**src/rtl/axis_pattern_source.sv**
```systemverilog
// axis_pattern_source
//   AXI-Stream master that emits a deterministic incrementing-byte stream.
//   Word w, lane ii carries (seed + w*BYTES + ii) mod 256, so a receiver can
//   rebuild the data from the seed alone. Run length, packet framing and
//   LFSR-based tvalid throttling are latched at start.
//
// Ports
//   clk, reset_n         clock, async active-low reset
//   start, abort         launch a run (IDLE only) / end a run early
//   word_count, seed     words in the run (0 = empty run), byte 0 of word 0
//   pkt_len              words per packet (0 = tlast only on final word)
//   throttle_en          gate new words with lfsr[0]
//   m_tdata/m_tvalid/m_tready/m_tlast   AXI-Stream master
//   busy, done           run in progress (RUN/DONE), one-cycle end pulse
//   words_sent           handshakes in the current or last run
module axis_pattern_source #(
  parameter int          BYTES     = 2,
  parameter logic [15:0] LFSR_INIT = 16'hACE1
) (
  input  logic               clk,
  input  logic               reset_n,
  input  logic               start,
  input  logic               abort,
  input  logic [31:0]        word_count,
  input  logic [7:0]         seed,
  input  logic [15:0]        pkt_len,
  input  logic               throttle_en,
  output logic [8*BYTES-1:0] m_tdata,
  output logic               m_tvalid,
  input  logic               m_tready,
  output logic               m_tlast,
  output logic               busy,
  output logic               done,
  output logic [31:0]        words_sent
);

  typedef enum logic [1:0] {IDLE = 2'd0, RUN = 2'd1, DONE = 2'd2} state_e;
  state_e state_q, state_d;

  logic [31:0]        wc_q, wc_d;
  logic [15:0]        plen_q, plen_d;
  logic               thr_q, thr_d;
  logic [15:0]        lfsr_q, lfsr_d;
  // widx/base/pcnt describe the pending word, or the next word to present
  logic [31:0]        widx_q, widx_d;
  logic [7:0]         base_q, base_d;
  logic [15:0]        pcnt_q, pcnt_d;
  logic               abort_pend_q, abort_pend_d;
  logic [8*BYTES-1:0] tdata_q, tdata_d;
  logic               tvalid_q, tvalid_d, tlast_q, tlast_d;
  logic               busy_q, busy_d, done_q, done_d;
  logic [31:0]        ws_q, ws_d;

  logic               hs, last_word, abort_take, can_issue;
  logic [31:0]        cand_idx, eff_wc;
  logic [7:0]         cand_base;
  logic [15:0]        cand_pcnt, eff_plen;
  logic               cand_last;
  logic [8*BYTES-1:0] cand_data;

  assign hs         = tvalid_q & m_tready;
  assign last_word  = (widx_q == wc_q - 32'd1);
  // an abort waits for the pending word; it is taken once nothing is pending
  assign abort_take = (abort | abort_pend_q) & (~tvalid_q | hs);
  assign can_issue  = ~thr_q | lfsr_q[0];

  // Candidate word to present this edge: word 0 from the inputs at start,
  // the successor after a handshake, otherwise the stored next word.
  always_comb begin
    cand_idx  = widx_q;
    cand_base = base_q;
    cand_pcnt = pcnt_q;
    eff_wc    = wc_q;
    eff_plen  = plen_q;
    if (state_q == IDLE) begin
      cand_idx  = '0;
      cand_base = seed;
      cand_pcnt = '0;
      eff_wc    = word_count;
      eff_plen  = pkt_len;
    end else if (hs) begin
      cand_idx  = widx_q + 32'd1;
      cand_base = base_q + 8'(BYTES);
      cand_pcnt = (pcnt_q + 16'd1 == plen_q) ? 16'd0 : pcnt_q + 16'd1;
    end
    cand_last = ((eff_plen != 16'd0) && (cand_pcnt == eff_plen - 16'd1)) ||
                (cand_idx == eff_wc - 32'd1);
    cand_data = '0;
    for (int ii = 0; ii < BYTES; ii++) cand_data[ii*8 +: 8] = cand_base + 8'(ii);
  end

  // state register
  always_ff @(posedge clk or negedge reset_n) begin
    if (!reset_n) state_q <= IDLE;
    else          state_q <= state_d;
  end

  // next state
  always_comb begin
    state_d = state_q;
    case (state_q)
      IDLE:    if (start) state_d = (word_count == 32'd0) ? DONE : RUN;
      RUN:     if ((hs && last_word) || abort_take) state_d = DONE;
      DONE:    state_d = IDLE;
      default: state_d = IDLE;
    endcase
  end

  // outputs and datapath next values
  always_comb begin
    wc_d         = wc_q;
    plen_d       = plen_q;
    thr_d        = thr_q;
    lfsr_d       = lfsr_q;
    widx_d       = widx_q;
    base_d       = base_q;
    pcnt_d       = pcnt_q;
    abort_pend_d = abort_pend_q;
    tdata_d      = tdata_q;
    tvalid_d     = tvalid_q;
    tlast_d      = tlast_q;
    ws_d         = ws_q;
    busy_d       = (state_d != IDLE);
    done_d       = (state_d == DONE) && (state_q != DONE);
    case (state_q)
      IDLE: if (start) begin
        wc_d         = word_count;
        plen_d       = pkt_len;
        thr_d        = throttle_en;
        lfsr_d       = LFSR_INIT;
        widx_d       = '0;
        base_d       = seed;
        pcnt_d       = '0;
        abort_pend_d = 1'b0;
        ws_d         = '0;
        // unthrottled runs present word 0 on the start edge itself
        if (word_count != 32'd0 && !throttle_en) begin
          tvalid_d = 1'b1;
          tdata_d  = cand_data;
          tlast_d  = cand_last;
        end
      end
      RUN: begin
        // Fibonacci taps 16,14,13,11 (bits 0,2,3,5 in right-shift form)
        lfsr_d = {lfsr_q[0] ^ lfsr_q[2] ^ lfsr_q[3] ^ lfsr_q[5], lfsr_q[15:1]};
        if (hs) begin
          ws_d   = ws_q + 32'd1;
          widx_d = cand_idx;
          base_d = cand_base;
          pcnt_d = cand_pcnt;
        end
        if (state_d == DONE) begin
          tvalid_d     = 1'b0;
          tlast_d      = 1'b0;
          abort_pend_d = 1'b0;
        end else if (!tvalid_q || hs) begin
          tvalid_d = can_issue;
          tlast_d  = can_issue & cand_last;
          if (can_issue) tdata_d = cand_data;
        end else if (abort) begin
          abort_pend_d = 1'b1;
        end
      end
      default: ;
    endcase
  end

  always_ff @(posedge clk or negedge reset_n) begin
    if (!reset_n) begin
      wc_q         <= '0;
      plen_q       <= '0;
      thr_q        <= 1'b0;
      lfsr_q       <= LFSR_INIT;
      widx_q       <= '0;
      base_q       <= '0;
      pcnt_q       <= '0;
      abort_pend_q <= 1'b0;
      tdata_q      <= '0;
      tvalid_q     <= 1'b0;
      tlast_q      <= 1'b0;
      busy_q       <= 1'b0;
      done_q       <= 1'b0;
      ws_q         <= '0;
    end else begin
      wc_q         <= wc_d;
      plen_q       <= plen_d;
      thr_q        <= thr_d;
      lfsr_q       <= lfsr_d;
      widx_q       <= widx_d;
      base_q       <= base_d;
      pcnt_q       <= pcnt_d;
      abort_pend_q <= abort_pend_d;
      tdata_q      <= tdata_d;
      tvalid_q     <= tvalid_d;
      tlast_q      <= tlast_d;
      busy_q       <= busy_d;
      done_q       <= done_d;
      ws_q         <= ws_d;
    end
  end

  assign m_tdata    = tdata_q;
  assign m_tvalid   = tvalid_q;
  assign m_tlast    = tlast_q;
  assign busy       = busy_q;
  assign done       = done_q;
  assign words_sent = ws_q;

endmodule

```
**config.mk**
```make
export PLATFORM = sky130hd
export DESIGN_NAME = axis_pattern_source
export DESIGN_NICKNAME = d
export VERILOG_FILES = /design/src/rtl/axis_pattern_source.sv
export SDC_FILE = /design/constraint.sdc
export NUM_CORES = 1
export LEC_CHECK = 0
export BUFFER_PORTS_ARGS = -buffer_cell sky130_fd_sc_hd__buf_2
export CORE_UTILIZATION = 50
export DETAILED_ROUTE_END_ITERATION = 8
export MAX_ROUTING_LAYER = met4
export PLACE_DENSITY = 0.66
export SLEW_MARGIN = 20
export SYNTH_ARGS = -nofsm -noshare
export SYNTH_HDL_FRONTEND = slang
export SYNTH_SLANG_ARGS = --single-unit
```
**constraint.sdc**
```tcl
create_clock -name clk -period 6.94 [get_ports clk]
set_input_delay 1.388 -clock clk [delete_from_list [all_inputs] [get_ports clk]]
set_output_delay 1.388 -clock clk [all_outputs]
set_load 0.01 [all_outputs]
```
# [Word-level counts from Yosys, hierarchy flattened]
# Cells that the tools add are included.
[totals] word_cells=118 register_bits=176 out_inout_bits=52 in_bits=62
[op_classes] bitwise_logic=11 n_reduce_logical=21 n_addsub=8 eq_ne=16 mux=47
[op_table] cell="2-to-1 mux 16 bit" n=12
[op_table] cell="2-to-1 mux 32 bit" n=6
[op_table] cell="case mux 32 bit (2 select lines)" n=2
[op_table] cell="case mux 16 bit (2 select lines)" n=3
[op_table] cell="adder 32 x 1 -> 32 bit (second input constant)" n=2
[op_table] cell="== test 32 bit" n=2
[op_table] cell="subtractor 32 x 1 -> 32 bit (second input constant)" n=2
[op_table] cell="== test 16 bit" n=2
[op_table] cell="zero test 32 bit" n=1
[op_table] cell="2-to-1 mux 8 bit" n=4
[op_table] cell="nonzero test 32 bit" n=1
[op_table] cell="adder 16 x 1 -> 16 bit (second input constant)" n=1
[op_table] cell="case mux 8 bit (2 select lines)" n=1
[op_table] cell="nonzero test 16 bit" n=1
[op_table] cell="subtractor 16 x 1 -> 16 bit (second input constant)" n=1
[op_table] cell="2-to-1 mux 1 bit" n=12
[op_table] cell="!= test 2 bit (second input constant)" n=6
[op_table] cell="!= test 3 bit (second input constant)" n=3
[op_table] cell="adder 8 x 1 -> 8 bit (second input constant)" n=1
[op_table] cell="adder 8 x 2 -> 8 bit (second input constant)" n=1
[op_table] cell="AND reduction 4 bit" n=2
[op_table] cell="2-to-1 mux 2 bit" n=3
[op_table] cell="case mux 1 bit (2 select lines)" n=3
[op_table] cell="AND reduction 6 bit" n=1
[op_table] cell="15 further kinds" n=30

# [Logic depth before layout (Yosys ltp)]
[logic_depth] word_depth=12 mapped_depth=19 mapped_depth_nobuf=14

# [Least setup slack after synthesis]
# OpenSTA, ideal clock, no wires.
[synth_timing] kind="flip-flop to flip-flop" start="register state_q[0]" end="register tlast_q (netlist: m_tlast)" period_less_slack_ns=4.703 path_buffers=6 setup_time_ns=0.074 arrival_time_ns=4.628 setup_slack_ns=2.237 required_ns=6.866 path_stages_with_launch=20 cell_sequence="dfrtp_1 -> clkbuf_1 -> nor2_2 -> buf_2 -> buf_1 -> buf_1 -> clkbuf_1 -> mux2i_1 -> ha_1 -> clkbuf_1 -> nor3b_1 -> nand2_1 -> xor2_1 -> mux2i_1 -> nor2_1 -> a2111o_1 -> o311ai_0 -> and4b_1 -> o2111ai_1 -> o21ai_2"
[synth_via] elab_chain_len=10 word_cells_on_any_way=28 classes_between="add/sub: 2; eq/ne: 7; mux: 12; bitwise: 1; reduce/logical: 6"
[synth_rtl] element="start, declared" line_no="38" rtl="state_e state_q, state_d;"
[synth_rtl] element="start signal, assigned" line_no="95" rtl="else state_q <= state_d;"
[synth_rtl] element="parallel branches: the longest is 10 deep, another holds subtractor 32 x 1 -> 32 bit"
[synth_rtl] element="end signal, assigned" line_no="195" rtl="tlast_q <= tlast_d;"
[synth_rtl] element="end, declared" line_no="50" rtl="logic tvalid_q, tvalid_d, tlast_q, tlast_d;"
# Several ways; the timed one is not identified. The select of a mux whose other input is x is not followed.
# A chain may end at the register's enable or synchronous reset.

# [Worst setup path in the final report]
# Ends and elaborated chain as after synthesis.

==> run summary <==
cts hold-fix bufs: 0
Synth warnings: 0
Avg Vias per Cell: 6.30
Die Y: 168 um
DRT iter0 DRCs: 1416
Max-cap violations: 0
CTS root buffer: clkbuf_16
async set-reset flop share out of synthesis: 1.00
CTS tree: done
ys flop type: dfrtp_1
WP data required: 7.32 ns
relative max-transition margin: 0.304
GP Congestion: 1.03
H-tree depth: 4
first-pass GRT wire length: 72.9 mm
DRC violations left: 0
Distinct cells, synth: 89
clk_skew: 0.0122 ns
kind of critical path: reg2reg
depth of the most critical reg-to-reg path: 14
max-slew violation count: 0
Post-CTS Setup Bufs: 0
row cnt: 60
post-synthesis sequential area ratio: 0.322
grt total ovfl: 0
WL per Instance: 21.5 um
crit path time final: 4.95 ns
core area: 26900 um2
Inserted Clock Buffers: 17
initial core utilization: 0.510
# setup viols final: 0
outcome: completed
worst path arrival time: 5.34 ns
Max VDD drop: 0.000302 V
layer with the highest usage: met2
All-Layer GR Usage: 0.343
grt met3 use: 0.0475
Die W: 168 um
Synth Register Bits: 176
Hold Crit Endpoint: lfsr_q[10]
DP Wirelength: 32.9 mm
setup_tns: 0 ns
RSZ-0062 raised after global routing: false
largest net degree at the start of global routing: 69
clock buffer depth: 2
R2R Path End: m_tlast
critical path fanouts, max: 47
Layout area overhead: 8.92%
Worst Hold Launch: lfsr_q[11]
Worst setup SP type: flip-flop
number of flops mapped to enable cells by yosys: 0
Max Clock Freq: 202 MHz
layout cell share with drive strength beyond 1: 0.127
routed via count: 13366
Final period util: 0.714
ANT nets after route: 0
vias in the first global route: 12543
Post-Layout Cell Count: 2121
Pwr per Cell Area: 404 nW/um2
met1 Use GR: 0.480
Syn Std Cell Area: 13700 um2
CP Capture Type: flip-flop
clock sinks: 176
Clk Latency, worst-skew pair: 0.45 ns
Leakage Power: 6.23 nW
Placed Cells: 2089
worst reg2reg setup slack: 1.99 ns
die area: 28100 um2
# nets final: 1837
final wirelength: 45.6 mm
hold path cells: 2
antenna violations before repair: 0
Worst Tran Pin Value: 1.04 ns
antenna cells: 0
1st-pass router iterations: 5
# IOs: 114
Clock transition at path regs: 0.08 ns
HP Class: reg2reg
Synth Instances: 1744
Net Count, Synth: 1814
Avg Inst Size Synth: 7.85 um2
post_cts resized: 0
r2r startpoint: state_q[0]
GRT met2 Usage: 0.512
count of final hold-check violations: 0
PortBufs: 113
[how the worst max path moves through the flow]
stage | to | from
after CTS | m_tlast | state_q[0]
final | m_tlast | state_q[0]
after detailed placement | m_tlast | m_tready
after global routing | m_tlast | state_q[0]
after global placement | m_tlast | m_tready
after floorplan | m_tlast | state_q[0]
[cell type report]
cell class / instances / area (um2)
timing repair buffer: 131 / 709
clock buffer: 17 / 425
inverter: 25 / 93.8
tap: 341 / 427
sequential: 176 / 4410
clock inverter: 15 / 160
multi-input combinational: 1416 / 8690
fill: 2517 / 12000
[cell families (layout without fill, tap and decap cells)]
kind of cell             Yosys count  in the layout  synth area share
multiplexers                      69             69            0.0523
adder cells (fa/ha/maj)            8              8           0.00731
flip-flops                       176            176             0.322
XOR/XNOR                         175            175             0.112
AO/OA/AOI/OAI                    339            339             0.160
AND/OR/NAND/NOR                  825            825             0.300
buffers and inverters            152            188            0.0458
[layer usage]
| layer | share of wire | up-vias |
|---|---|---|
| met2 | 0.45 | 599 |
| met5 | 0 | - |
| met3 | 0.069 | 84 |
| li1 | - | 6267 |
| met4 | 0.027 | 0 |
| met1 | 0.46 | 6416 |
[cell usage after synthesis, types with 32 or more instances]
cell type / instances / area [um2]
mux2i_1: 48 / 480
xnor2_1: 107 / 937
and3_1: 32 / 200
nor3_1: 53 / 265
dfrtp_1: 168 / 4200
xor2_1: 68 / 596
o21ai_0: 112 / 561
clkbuf_1: 93 / 349
nor4_1: 41 / 257
nand3_1: 71 / 355
nand2_1: 325 / 1220
a21oi_1: 61 / 305
nor2_1: 124 / 465
[cells in the final DEF, fill, tap and decap left out, drive strengths merged, types with 7 or more instances in the layout]
cell type  synthesis  layout
a31oi             23      23
a211oi             8       8
nor3b              8       8
dfrtp            168     168
a21oi             61      61
inv               25      34
buf               34     130
and3              32      32
nand2b            14      14
o22ai              8       8
nor4              44      44
or4               17      17
and2              15      15
a22o               8       8
mux2              21      21
or2                7       7
nand3             71      71
clkbuf            93      18
xnor2            107     107
o211ai             8       8
o21ai            116     116
nand4             31      31
nand3b             7       7
nor2             125     125
nand2            325     325
or3b               7       7
o31ai             31      31
dfstp              8       8
nor3              55      55
and4              17      17
mux2i             48      48
a22oi              7       7
o2111ai            7       7
xor2              68      68
or3               26      26
ha                 8       8
[report_power, final]
part / internal (mW) / switching, mW
combinational: 1.22 / 2.04
sequential: 1.33 / 0.463
clock: 0.484 / 0.504
[registers in the layout, indices dropped and copies added, names as in the netlist]
signal,count
wc_q,32
m_tdata,16
plen_q,16
m_tvalid,1
words_sent,32
state_q,2
thr_q,1
pcnt_q,16
widx_q,32
done,1
lfsr_q,16
abort_pend_q,1
base_q,8
busy,1
m_tlast,1
[through the flow]
stage | total power, mW | utilization | cell area (um2) | worst slack (ns) | hold slack (ns)
finish | 6.03 | 0.555 | 14900 | 1.99 | 0.454
global route | 6.44 | 0.555 | 14900 | 1.66 | 0.481
CTS | 5.98 | 0.555 | 14900 | 2.10 | 0.457
detailed placement | 4.98 | 0.533 | 14300 | 1.95 | 0.447
global placement | 4.97 | 0.533 | 14300 | 1.96 | 0.443
floorplan | 4.06 | - | 13700 | 2.24 | 0.433
[worst max-delay path, stage by stage (launching register included)]
cell       delay [ns]
dfrtp_1          0.41
nor2_4           0.54
buf_4            0.61
mux2i_1          0.26
ha_1             0.34
nor3b_1          0.60
a32oi_1          0.22
xor2_1           0.51
mux2_2           0.41
nand2_1          0.10
and4b_1          0.21
nand4_1          0.14
nor4_1           0.19
o2111ai_1        0.20
o21ai_2          0.14
No activity file was read; power rests on OpenSTA's default activity.
